`src/rtl/fetch_buffer.sv`:
```
// Instruction-fetch front end: one outstanding word request to instruction memory,
// unpacks each word into 32-bit instructions and queues them (with PC) for decode.
module fetch_buffer #(
  parameter int          ADDR_WIDTH  = 4,
  parameter int          FETCH_BYTES = 8,
  parameter int          QDEPTH      = 4,
  parameter logic [63:0] RESET_PC    = 64'h0
) (
  input  logic                     clk,
  input  logic                     rst,
  input  logic                     redirect_valid,
  input  logic [63:0]              redirect_pc,
  output logic                     mem_req_valid,
  input  logic                     mem_req_ready,
  output logic [ADDR_WIDTH-1:0]    mem_req_addr,
  input  logic                     mem_resp_valid,
  input  logic [FETCH_BYTES*8-1:0] mem_resp_data,
  output logic                     instr_valid,
  input  logic                     instr_ready,
  output logic [31:0]              instr,
  output logic [63:0]              instr_pc
);
  localparam int OFS = $clog2(FETCH_BYTES);
  localparam int IPW = FETCH_BYTES / 4;
  localparam int QW  = (QDEPTH > 1) ? $clog2(QDEPTH) : 1;
  localparam int CW  = $clog2(QDEPTH + 1);

  typedef enum logic [1:0] {IDLE, REQ, WAIT, DROP} state_t;

  state_t          state_q, state_d;
  logic [63:0]     fetch_pc_q, fetch_pc_d;
  logic [QW-1:0]   head_q, tail_q;
  logic [CW-1:0]   count_q, count_d;
  logic [31:0]     q_instr [QDEPTH];
  logic [63:0]     q_pc    [QDEPTH];

  logic [63:0]     word_base;
  logic [31:0]     slot;
  logic            push, pop;
  logic [CW-1:0]   push_n;
  logic [IPW-1:0]  wr_en;
  logic [QW-1:0]   wr_idx [IPW];

  assign word_base = fetch_pc_q & ~64'(FETCH_BYTES - 1);
  assign slot      = 32'(fetch_pc_q[OFS-1:0]) >> 2;
  assign push      = (state_q == WAIT) && mem_resp_valid && !redirect_valid;
  assign pop       = instr_valid && instr_ready;
  assign push_n    = CW'(IPW - int'(slot));

  // Slots below the entry slot (branch target mid-word) are skipped; the rest pack from tail.
  always_comb begin
    for (int k = 0; k < IPW; k++) begin
      wr_en[k]  = push && (k >= int'(slot));
      wr_idx[k] = tail_q + QW'(k - int'(slot));
    end
  end

  always_comb begin
    state_d    = state_q;
    fetch_pc_d = fetch_pc_q;
    count_d    = count_q - CW'(pop) + (push ? push_n : '0);
    unique case (state_q)
      IDLE: if (count_q <= CW'(QDEPTH - IPW)) state_d = REQ;
      REQ:  if (mem_req_ready) state_d = WAIT;
      WAIT: if (mem_resp_valid) begin
        state_d    = IDLE;
        fetch_pc_d = word_base + 64'(FETCH_BYTES);
      end
      DROP: if (mem_resp_valid) state_d = IDLE;
      default: state_d = IDLE;
    endcase
    // A request already accepted by memory must have its response swallowed in DROP.
    if (redirect_valid) begin
      fetch_pc_d = redirect_pc & ~64'h3;
      count_d    = '0;
      unique case (state_q)
        REQ:        state_d = mem_req_ready  ? DROP : IDLE;
        WAIT, DROP: state_d = mem_resp_valid ? IDLE : DROP;
        default:    state_d = IDLE;
      endcase
    end
  end

  always_ff @(posedge clk) begin
    if (!rst) begin
      state_q    <= IDLE;
      fetch_pc_q <= RESET_PC;
      count_q    <= '0;
      head_q     <= '0;
      tail_q     <= '0;
    end else begin
      state_q    <= state_d;
      fetch_pc_q <= fetch_pc_d;
      count_q    <= count_d;
      if (redirect_valid) begin
        head_q <= '0;
        tail_q <= '0;
      end else begin
        if (pop)  head_q <= head_q + QW'(1);
        if (push) tail_q <= tail_q + QW'(push_n);
      end
    end
  end

  always_ff @(posedge clk) begin
    for (int k = 0; k < IPW; k++) begin
      if (wr_en[k]) begin
        q_instr[wr_idx[k]] <= mem_resp_data[32*k +: 32];
        q_pc[wr_idx[k]]    <= word_base + 64'(4 * k);
      end
    end
  end

  assign mem_req_valid = (state_q == REQ);
  assign mem_req_addr  = fetch_pc_q[ADDR_WIDTH+OFS-1:OFS];
  assign instr_valid   = (count_q != '0);
  assign instr         = q_instr[head_q];
  assign instr_pc      = q_pc[head_q];
endmodule
```
`config.mk`:
```
export PLATFORM = sky130hd
export DESIGN_NAME = fetch_buffer
export DESIGN_NICKNAME = d
export VERILOG_FILES = /design/src/rtl/fetch_buffer.sv
export SDC_FILE = /design/constraint.sdc
export NUM_CORES = 1
export LEC_CHECK = 0
export CORE_MARGIN = 2
export CORE_UTILIZATION = 35
export CTS_CLUSTER_SIZE = 16
export DETAILED_ROUTE_END_ITERATION = 10
export PLACE_DENSITY = 0.66
export SLEW_MARGIN = 40
export SYNTH_ARGS = -nofsm -noshare
export SYNTH_HDL_FRONTEND = slang
export SYNTH_SLANG_ARGS = --single-unit
```
`constraint.sdc`:
```
create_clock -name clk -period 6.1 [get_ports clk]
set_input_delay 0.61 -clock clk [delete_from_list [all_inputs] [get_ports clk]]
set_output_delay 0.61 -clock clk [all_outputs]
set_load 0.1 [all_outputs]
```
* Word level (Yosys, flattened, before mapping)
Memory sizes are Yosys's and may differ from the RTL's. A register that Yosys moved wholly into a read port is not among the register bits.
Cells that the tools add are included.
** Cells by class
- Add/sub/neg operators :: 11
- $mul :: 0
- Divide/modulo/power cells :: 0
- Order comparisons :: 3
- Equal/unequal tests :: 6
- Shift-type cells :: 0
- Multiplexer cells :: 20
- Bitwise logic cells :: 1
- Reductions and logical operators :: 15
** Operator list (number)
- 64-bit two-way mux :: 3
- 64-bit by 3-bit adder with 64-bit output, second input constant :: 1
- 64-bit by 4-bit adder with 64-bit output, second input constant :: 1
- 2-bit two-way mux :: 10
- 2-bit adder :: 3
- 2-bit one-hot mux with 3 select lines :: 1
- 1-bit logical AND :: 5
- 2-bit == test, second input constant :: 2
- 1-bit two-way mux :: 4
- 2-bit one-hot mux with 2 select lines :: 1
- 2-bit AND reduction :: 2
- 2-bit nonzero test :: 2
- 2-bit OR reduction :: 2
- 1-bit by 1-bit subtractor with 2-bit output, first input constant :: 2
- 3-bit adder :: 1
- 3-bit by 2-bit <= comparator with 1-bit output, second input constant :: 1
- 3-bit two-way mux :: 1
- 3-bit by 1-bit != test with 1-bit output, second input constant :: 1
- 3-bit by 2-bit != test with 1-bit output, second input constant :: 1
- 3-bit != test, second input constant :: 1
- 3-bit AND reduction :: 1
- 3-bit nonzero test :: 1
- 2-bit by 1-bit subtractor with 3-bit output, first input constant :: 1
- 3-bit by 1-bit subtractor with 3-bit output :: 1
- 6 further kinds :: 7
** Storage, ports and cells
- Bits in registers :: 73
- Latch bits :: 0
- RAM bits :: 384
- ROM bits :: 0
- Bits of input ports :: 134
- Output and inout port bits :: 102
- Word-level logic and storage cells :: 64
- Memories :: 2
** Memories
- q_pc :: words 4, width 64, rd ports 1, clocked after memory_dff 1, wr ports 2, line 35 : logic [63:0] q_pc [QDEPTH];
- q_instr :: words 4, width 32, rd ports 1, clocked after memory_dff 1, wr ports 2, line 34 : logic [31:0] q_instr [QDEPTH];

* Depth between registers and ports, before layout
Gate-level depths: netlist of the first run.
- Depth in word-level cells :: 6
- Depth in mapped cells :: 13

* Worst setup path after synthesis of the first run
No wires, ideal clock.
- Path kind :: reg-to-reg
- Start :: register fetch_pc_q[2]
- End :: memory q_instr[1][0], enable pin
- Library setup time :: 491 ps
- Arrival time :: 4640 ps
- Data required time :: 5609 ps
- Setup slack :: 969 ps
- Cell stages (with the launch flop) :: 8
- Clock period less this slack :: 5131 ps
- Path through :: dfxtp_1 -> inv_1 -> ha_1 -> clkbuf_1 -> o31ai_1 -> nor2_1 -> a211oi_1 -> clkbuf_1
** RTL lines
- from (decl) :: line 31 : logic [63:0] fetch_pc_q, fetch_pc_d;
- from (signal assigned) :: line 93 : fetch_pc_q <= fetch_pc_d;
- to (decl) :: line 34

==> results of run 1 <==
sequential cells by signal (all words and copies together), names as in the netlist, named ones only:
| register | count |
|---|---|
| q_pc | 248 |
| q_instr | 128 |
| fetch_pc_q | 62 |
| count_q | 3 |
| head_q | 2 |
| state_q | 2 |
| tail_q | 2 |
critical path, delay by kind of cell, from the launching register on:
| kind | cells | cell delay (ps) |
|---|---|---|
| DFF | 1 | 470 |
| adders and majority gates | 1 | 620 |
| and+or+nand+nor | 1 | 350 |
| buffers and inverters | 3 | 1150 |
| AOI/OAI and AO/OA | 2 | 420 |
through the flow:
stage	total power (W)	utilization	setup WS, ps	hold WS (ps)	std cells
6_report	0.00685	0.425	2690	465	2507
3_5_place_dp	0.00385	0.397	2090	449	2415
5_1_grt	0.00708	0.425	2400	461	2507
4_1_cts	0.00692	0.424	2640	458	2506
3_3_place_gp	0.00384	0.404	2170	441	2411
2_1_floorplan	0.00367	-	969	431	1497
cell type report:
| cell class | count | area, sq um | area share |
|---|---|---|---|
| clock inverters | 35 | 394 | 0.0154 |
| repair buffers | 257 | 2120 | 0.0830 |
| inverters | 13 | 48.8 | 0.00191 |
| clock buffers | 56 | 1270 | 0.0498 |
| multi-input cells | 915 | 8020 | 0.314 |
| flip-flops and latches | 449 | 12700 | 0.498 |
| well taps | 782 | 978 | 0.0383 |
cells by family (layout without fill, tap and decap cells):
kind of cell	after synthesis	count (layout)	share of synthesized area
AND/OR/NAND/NOR	499	499	0.140
multiplexers	232	232	0.173
AO/OA/AOI/OAI	135	135	0.0397
XOR/XNOR	39	39	0.0161
adder cells (fa/ha/maj)	8	8	0.00508
buffers and inverters	133	361	0.0254
other	1	2	0.000177
flip-flops	449	449	0.600
placed cells by master (no fill, tap or decap), types with 6 or more instances in the layout:
cell type,Yosys,layout
ha_1,7,7
or3_1,8,8
or4_1,11,11
buf_12,0,9
dfxtp_1,77,75
clkinv_1,1,6
nand2_1,48,48
and3_1,18,18
xor2_1,14,14
nor4_1,17,16
a31oi_1,11,11
mux2_2,130,130
clkdlybuf4s50_1,0,129
o31ai_1,7,7
nand2b_1,8,8
nor3_1,13,11
o21ai_0,53,53
xnor2_1,25,25
buf_2,10,102
edfxtp_1,372,372
bufinv_16,0,7
clkbuf_16,0,49
nand4_1,20,20
nor2b_1,11,11
nand3_1,33,31
and2_1,248,248
mux4_2,94,94
buf_4,6,14
inv_1,12,12
a21oi_1,26,25
and4_1,10,10
clkinv_2,0,13
nor2_1,28,28
o211a_1,6,6
where the power goes:
part / switching [W] / internal (W)
Sequential: 0.0000664 / 0.00333
Clock: 0.00126 / 0.00181
Combinational: 0.000207 / 0.000176
routing by layer:
layer  wire (um)  share of wire
met1       22100           0.43
met2       25200           0.49
met3        3620          0.070
met5          47        0.00091
met4         886          0.017
worst paths after layout:
| path | startpoint | end | slack (ps) | cells after the start |
|---|---|---|---|---|
| hold / removal | q_pc[3][2]$_SDFFE_PP1P_ | q_pc[3][2]$_SDFFE_PP1P_ | 460 | 2 |
| setup / recovery | fetch_pc_q[2]$_SDFFE_PN0P_ | q_pc[3][34]$_DFFE_PP_ | 2690 | 7 |
| hold reg to reg | q_pc[3][2]$_SDFFE_PP1P_ | q_pc[3][2]$_SDFFE_PP1P_ | 460 | 2 |
| setup reg to reg | fetch_pc_q[2]$_SDFFE_PN0P_ | q_pc[3][34]$_DFFE_PP_ | 2690 | 7 |
==> qor.txt, run 1 <==
Status -> completed
Hpwl dp -> 33700 um
Filler Cells Inserted -> 5511
Die extent in x -> 250 um
Count leader, synth -> edfxtp_1
Crit path kind -> flip-flop to flip-flop
Starting Density -> 0.352
ANT nets after route -> 0
Most common cell on crit path -> buf_4
Worst hold path class -> flip-flop to flip-flop
Post-Syn Area per Cell -> 14.2 sq um
Number of synthesized register bits -> 449
Global Route Usage Sum -> 0.165
Global Route met2 Usage -> 0.276
Iteration-0 DRC count of the detailed router -> 1044
Die height -> 250 um
Postcts setup bufs -> 0
Critical Path Source Type -> flip-flop
DRC errors left -> 0
Nets -> 1827
Max Cap Viol -> 0
Clock Skews -> 32.5 ps
Clk root buf -> clkbuf_16
CP Cell Sequence -> inv_1 -> ha_1 -> a22oi_1 -> or2_2 -> a21oi_4 -> buf_4 -> buf_4
Relative slew slack -> 0.486
Post-synth EDFFs -> 372
CTS sink count -> 449
Final hold violations -> 0
CORE AREA -> 60100 sq um
Ys Warns -> 0
Crit path largest cell delay -> 620 ps
Area growth from synthesis to layout -> 20.6%
Area share of the largest cell type after synthesis -> 0.527
Vias in the first global route -> 13159
Met3 GRT Util -> 0.0395
RSZ-0062 raised after global routing -> no
Critical Path Sink Type -> flip-flop
Main synth FF type -> edfxtp_1
Max clock buf depth -> 3
Crit path max fanout -> 44
Wirelength per Cell -> 20.7 um
Global routing usage on met1 -> 0.219
Grt ovf -> 0
I/O Pins -> 236
Syn Inst Count -> 1496
GPL Wtd Cong -> 0.774
Dominant cell type by area after synthesis -> edfxtp_1
Clock-pin slew on the worst setup and hold paths -> 60 ps
Post-Syn Area -> 21200 sq um
Tcrit/Tclk final -> 0.559
Placed cell area -> 23900 sq um
Post-synth cell types -> 64
Sequential area share after synthesis -> 0.600
Worst-skew pair later-pin latency -> 600 ps
Final setup viols -> 0
Drt first pass iters -> 5
Worst Path Required -> 6330 ps
Vias -> 13112
Worst Path Arrival -> 3650 ps
Max-slew violations -> 0
Worst path slowest cell -> ha_1
Fin crit period -> 3410 ps
Ys async rst share -> 0
# rows -> 90
Maximum VDD drop -> 0.182 mV
Most instantiated cells after synthesis -> 372 x edfxtp_1, 248 x and2_1, 130 x mux2_2
Pleak -> 9.21 nW
Busiest layer in global routing -> met2
CTS tree -> done
H-tree lvl count -> 2
CTS Hold Buffers Added -> 0
Post-CTS sizing -> 0
Initial antenna violation count -> 4
N_diodes -> 0
Die area -> 62500 sq um
Peak Freq -> 293 MHz
Area contributors post-synth -> edfxtp_1 53%, mux4_2 10%, and2_1 7.3%
First-pass GRT wire length -> 80000 um
Via/cell ratio -> 5.23
Inserted Clock Buffers -> 49
Final Instance Area -> 25600 sq um
WL final -> 51800 um
Setup TNS -> 0 ps
IO buf count -> 231
Largest net degree at the start of global routing -> 96
Share of cells above drive strength 1 -> 0.266
Total power divided by cell area -> 268 nW/um^2
Worst-margin pin slew -> 764 ps
(Power assumes the default switching activity.)
==> run 2, diff against run 1 <==
- PLACE_DENSITY: 0.66 -> 0.68
- clock period: 6.1 -> 2.95 ns (I/O delays scaled with it)
==> run 2 against run 1 <==
  * Die area did not move
  * Sequential share of layout area down 1.8 points
  * Critical endpoint is now q_pc[1][29]$_DFFE_PP_
  * Maximum frequency up 23%
  * Worst hold slack got worse by 260 ps
  * Cell count rose by 1.4%
  * Cell area up 3.8%
  * Wire length up 1.5%
  * Non-clock buffer count up 34
  * Utilization is 1.6 points higher
  * Total power up 100%
  * Register-to-register slack worse by 2500 ps
  * Worst setup slack got worse by 2500 ps
==> qor.txt, run 2 (same netlist as run 1, synthesis figures left out) <==
Filler Cells Inserted -> 5419
Clock-pin slew on the worst setup and hold paths -> 60 ps
Nets -> 1861
Final Instance Area -> 26500 sq um
Starting Density -> 0.352
Crit path largest cell delay -> 500 ps
Vias -> 13281
Fin crit period -> 2770 ps
Placed cell count -> 2450
Worst-skew pair later-pin latency -> 590 ps
GPL Wtd Cong -> 0.832
Tcrit/Tclk final -> 0.940
CTS sink count -> 449
Area growth from synthesis to layout -> 25.2%
Switching share of power -> 0.227
Worst-margin pin slew -> 746 ps
N_diodes -> 0
# rows -> 90
Largest net degree at the start of global routing -> 92
Die extent in x -> 250 um
Largest register FFs -> 248
Die height -> 250 um
Final setup viols -> 0
Hpwl dp -> 34600 um
IO buf count -> 231
Clk root buf -> clkbuf_16
Status -> completed
Final hold violations -> 0
Most common cell on crit path -> buf_12
Max Cap Viol -> 0
Total power divided by cell area -> 521 nW/um^2
P_sw -> 0.00313 W
I/O Pins -> 236
Critical Path Sink Type -> flip-flop
Die area -> 62500 sq um
Via/cell ratio -> 5.22
Combinational Power Share -> 0.062
Flop pwr share -> 0.507
Most common cell after layout, fill and taps aside -> edfxtp_1
Inserted Clock Buffers -> 49
WL final -> 52600 um
DRC errors left -> 0
CORE AREA -> 60100 sq um
H-tree lvl count -> 2
CTS Hold Buffers Added -> 0
Grt ovf -> 0
Pleak -> 9.48 nW
Crit path max fanout -> 27
Maximum VDD drop -> 0.470 mV
Vias in the first global route -> 13656
Drt first pass iters -> 7
Worst Path Required -> 3230 ps
Critical Path Source Type -> flip-flop
Commonest cells after routing, fill and taps aside -> 372 x edfxtp_1, 248 x and2_1, 130 x mux2_2
Fin cells -> 2542
Wirelength per Cell -> 20.7 um
Global Route Usage Sum -> 0.167
RSZ-0062 raised after global routing -> no
Internal power -> 0.0107 W
First-pass GRT wire length -> 80500 um
Peak Freq -> 361 MHz
Worst Path Arrival -> 3060 ps
Share of cells above drive strength 1 -> 0.277
Hold slack -> 202 ps
Placed cell area -> 24900 sq um
Post-CTS sizing -> 0
Worst path slowest cell -> ha_1
Postcts setup bufs -> 0
ANT nets after route -> 0
CTS tree -> done
Worst hold path class -> primary input to flip-flop
Initial antenna violation count -> 1
Max-slew violations -> 0
Max clock buf depth -> 3
Clock power frac -> 0.430
Relative slew slack -> 0.503
Clock Skews -> 16.1 ps
CP Cell Sequence -> inv_1 -> ha_1 -> buf_4 -> nand2b_1 -> o31ai_1 -> nor2_1 -> a211oi_4 -> buf_12 -> buf_12
Iteration-0 DRC count of the detailed router -> 909
Total Power -> 0.0138 W
Crit path kind -> flip-flop to flip-flop
run 2: cell types whose count changed in the layout (fill, tap and decap cells not counted), sizes merged:
cell	before	now
buf	128	162
bufinv	7	1
clkbuf	56	69
clkinv	21	16
clkinvlp	4	5
inv	16	14
run 2: through the flow:
stage / util / setup TNS, ps / setup WS, ps
2_1_floorplan: - / 0 / 32.5
3_3_place_gp: 0.415 / 0 / 20.7
3_5_place_dp: 0.415 / -20.5 / -20.5
4_1_cts: 0.441 / 0 / 191
5_1_grt: 0.441 / 0 / 28.8
6_report: 0.441 / 0 / 177
run 2: layer usage:
metal  track usage  share of wire  vias up
met1         0.221           0.43     6684
met5             0        0.00030        -
li1              -              -     6101
met4        0.0503          0.026        2
met2         0.279           0.48      412
met3        0.0337          0.061       82
run 2: cell type report:
cell class | instances | area, sq um | area share
flip-flops and latches | 449 | 12700 | 0.480
multi-input cells | 915 | 8010 | 0.302
repair buffers | 291 | 3190 | 0.120
clock buffers | 69 | 1390 | 0.0525
well taps | 782 | 978 | 0.0369
clock inverters | 23 | 183 | 0.00689
inverters | 13 | 48.8 | 0.00184
run 2: path summary, 6_finish.rpt:
kind / start / end / depth (start not counted) / slack (ps)
max: fetch_pc_q[2]$_SDFFE_PN0P_ / q_pc[1][29]$_DFFE_PP_ / 9 / 180
min: rst / fetch_pc_q[35]$_SDFFE_PN0P_ / 3 / 200
max reg2reg: fetch_pc_q[2]$_SDFFE_PN0P_ / q_pc[1][29]$_DFFE_PP_ / 9 / 180
min reg2reg: q_pc[3][2]$_SDFFE_PP1P_ / q_pc[3][2]$_SDFFE_PP1P_ / 2 / 480
run 2: power groups by stage:
stage / Sequential [W] / Combinational (W) / Clock, W
after floorplan: 0.00709 / 0.000501 / 0
after global placement: 0.00713 / 0.000839 / 0
after detailed placement: 0.00714 / 0.000860 / 0
after CTS: 0.00701 / 0.000864 / 0.00610
after global routing: 0.00702 / 0.000922 / 0.00634
final: 0.00701 / 0.000861 / 0.00595
run 2: critical path: cells and delay by family, from the launching register on:
kind | cells | cell delay [ps]
DFF | 1 | 480
buffers and inverters | 4 | 840
and+or+nand+nor | 2 | 180
AOI/OAI and AO/OA | 2 | 440
adders and majority gates | 1 | 500
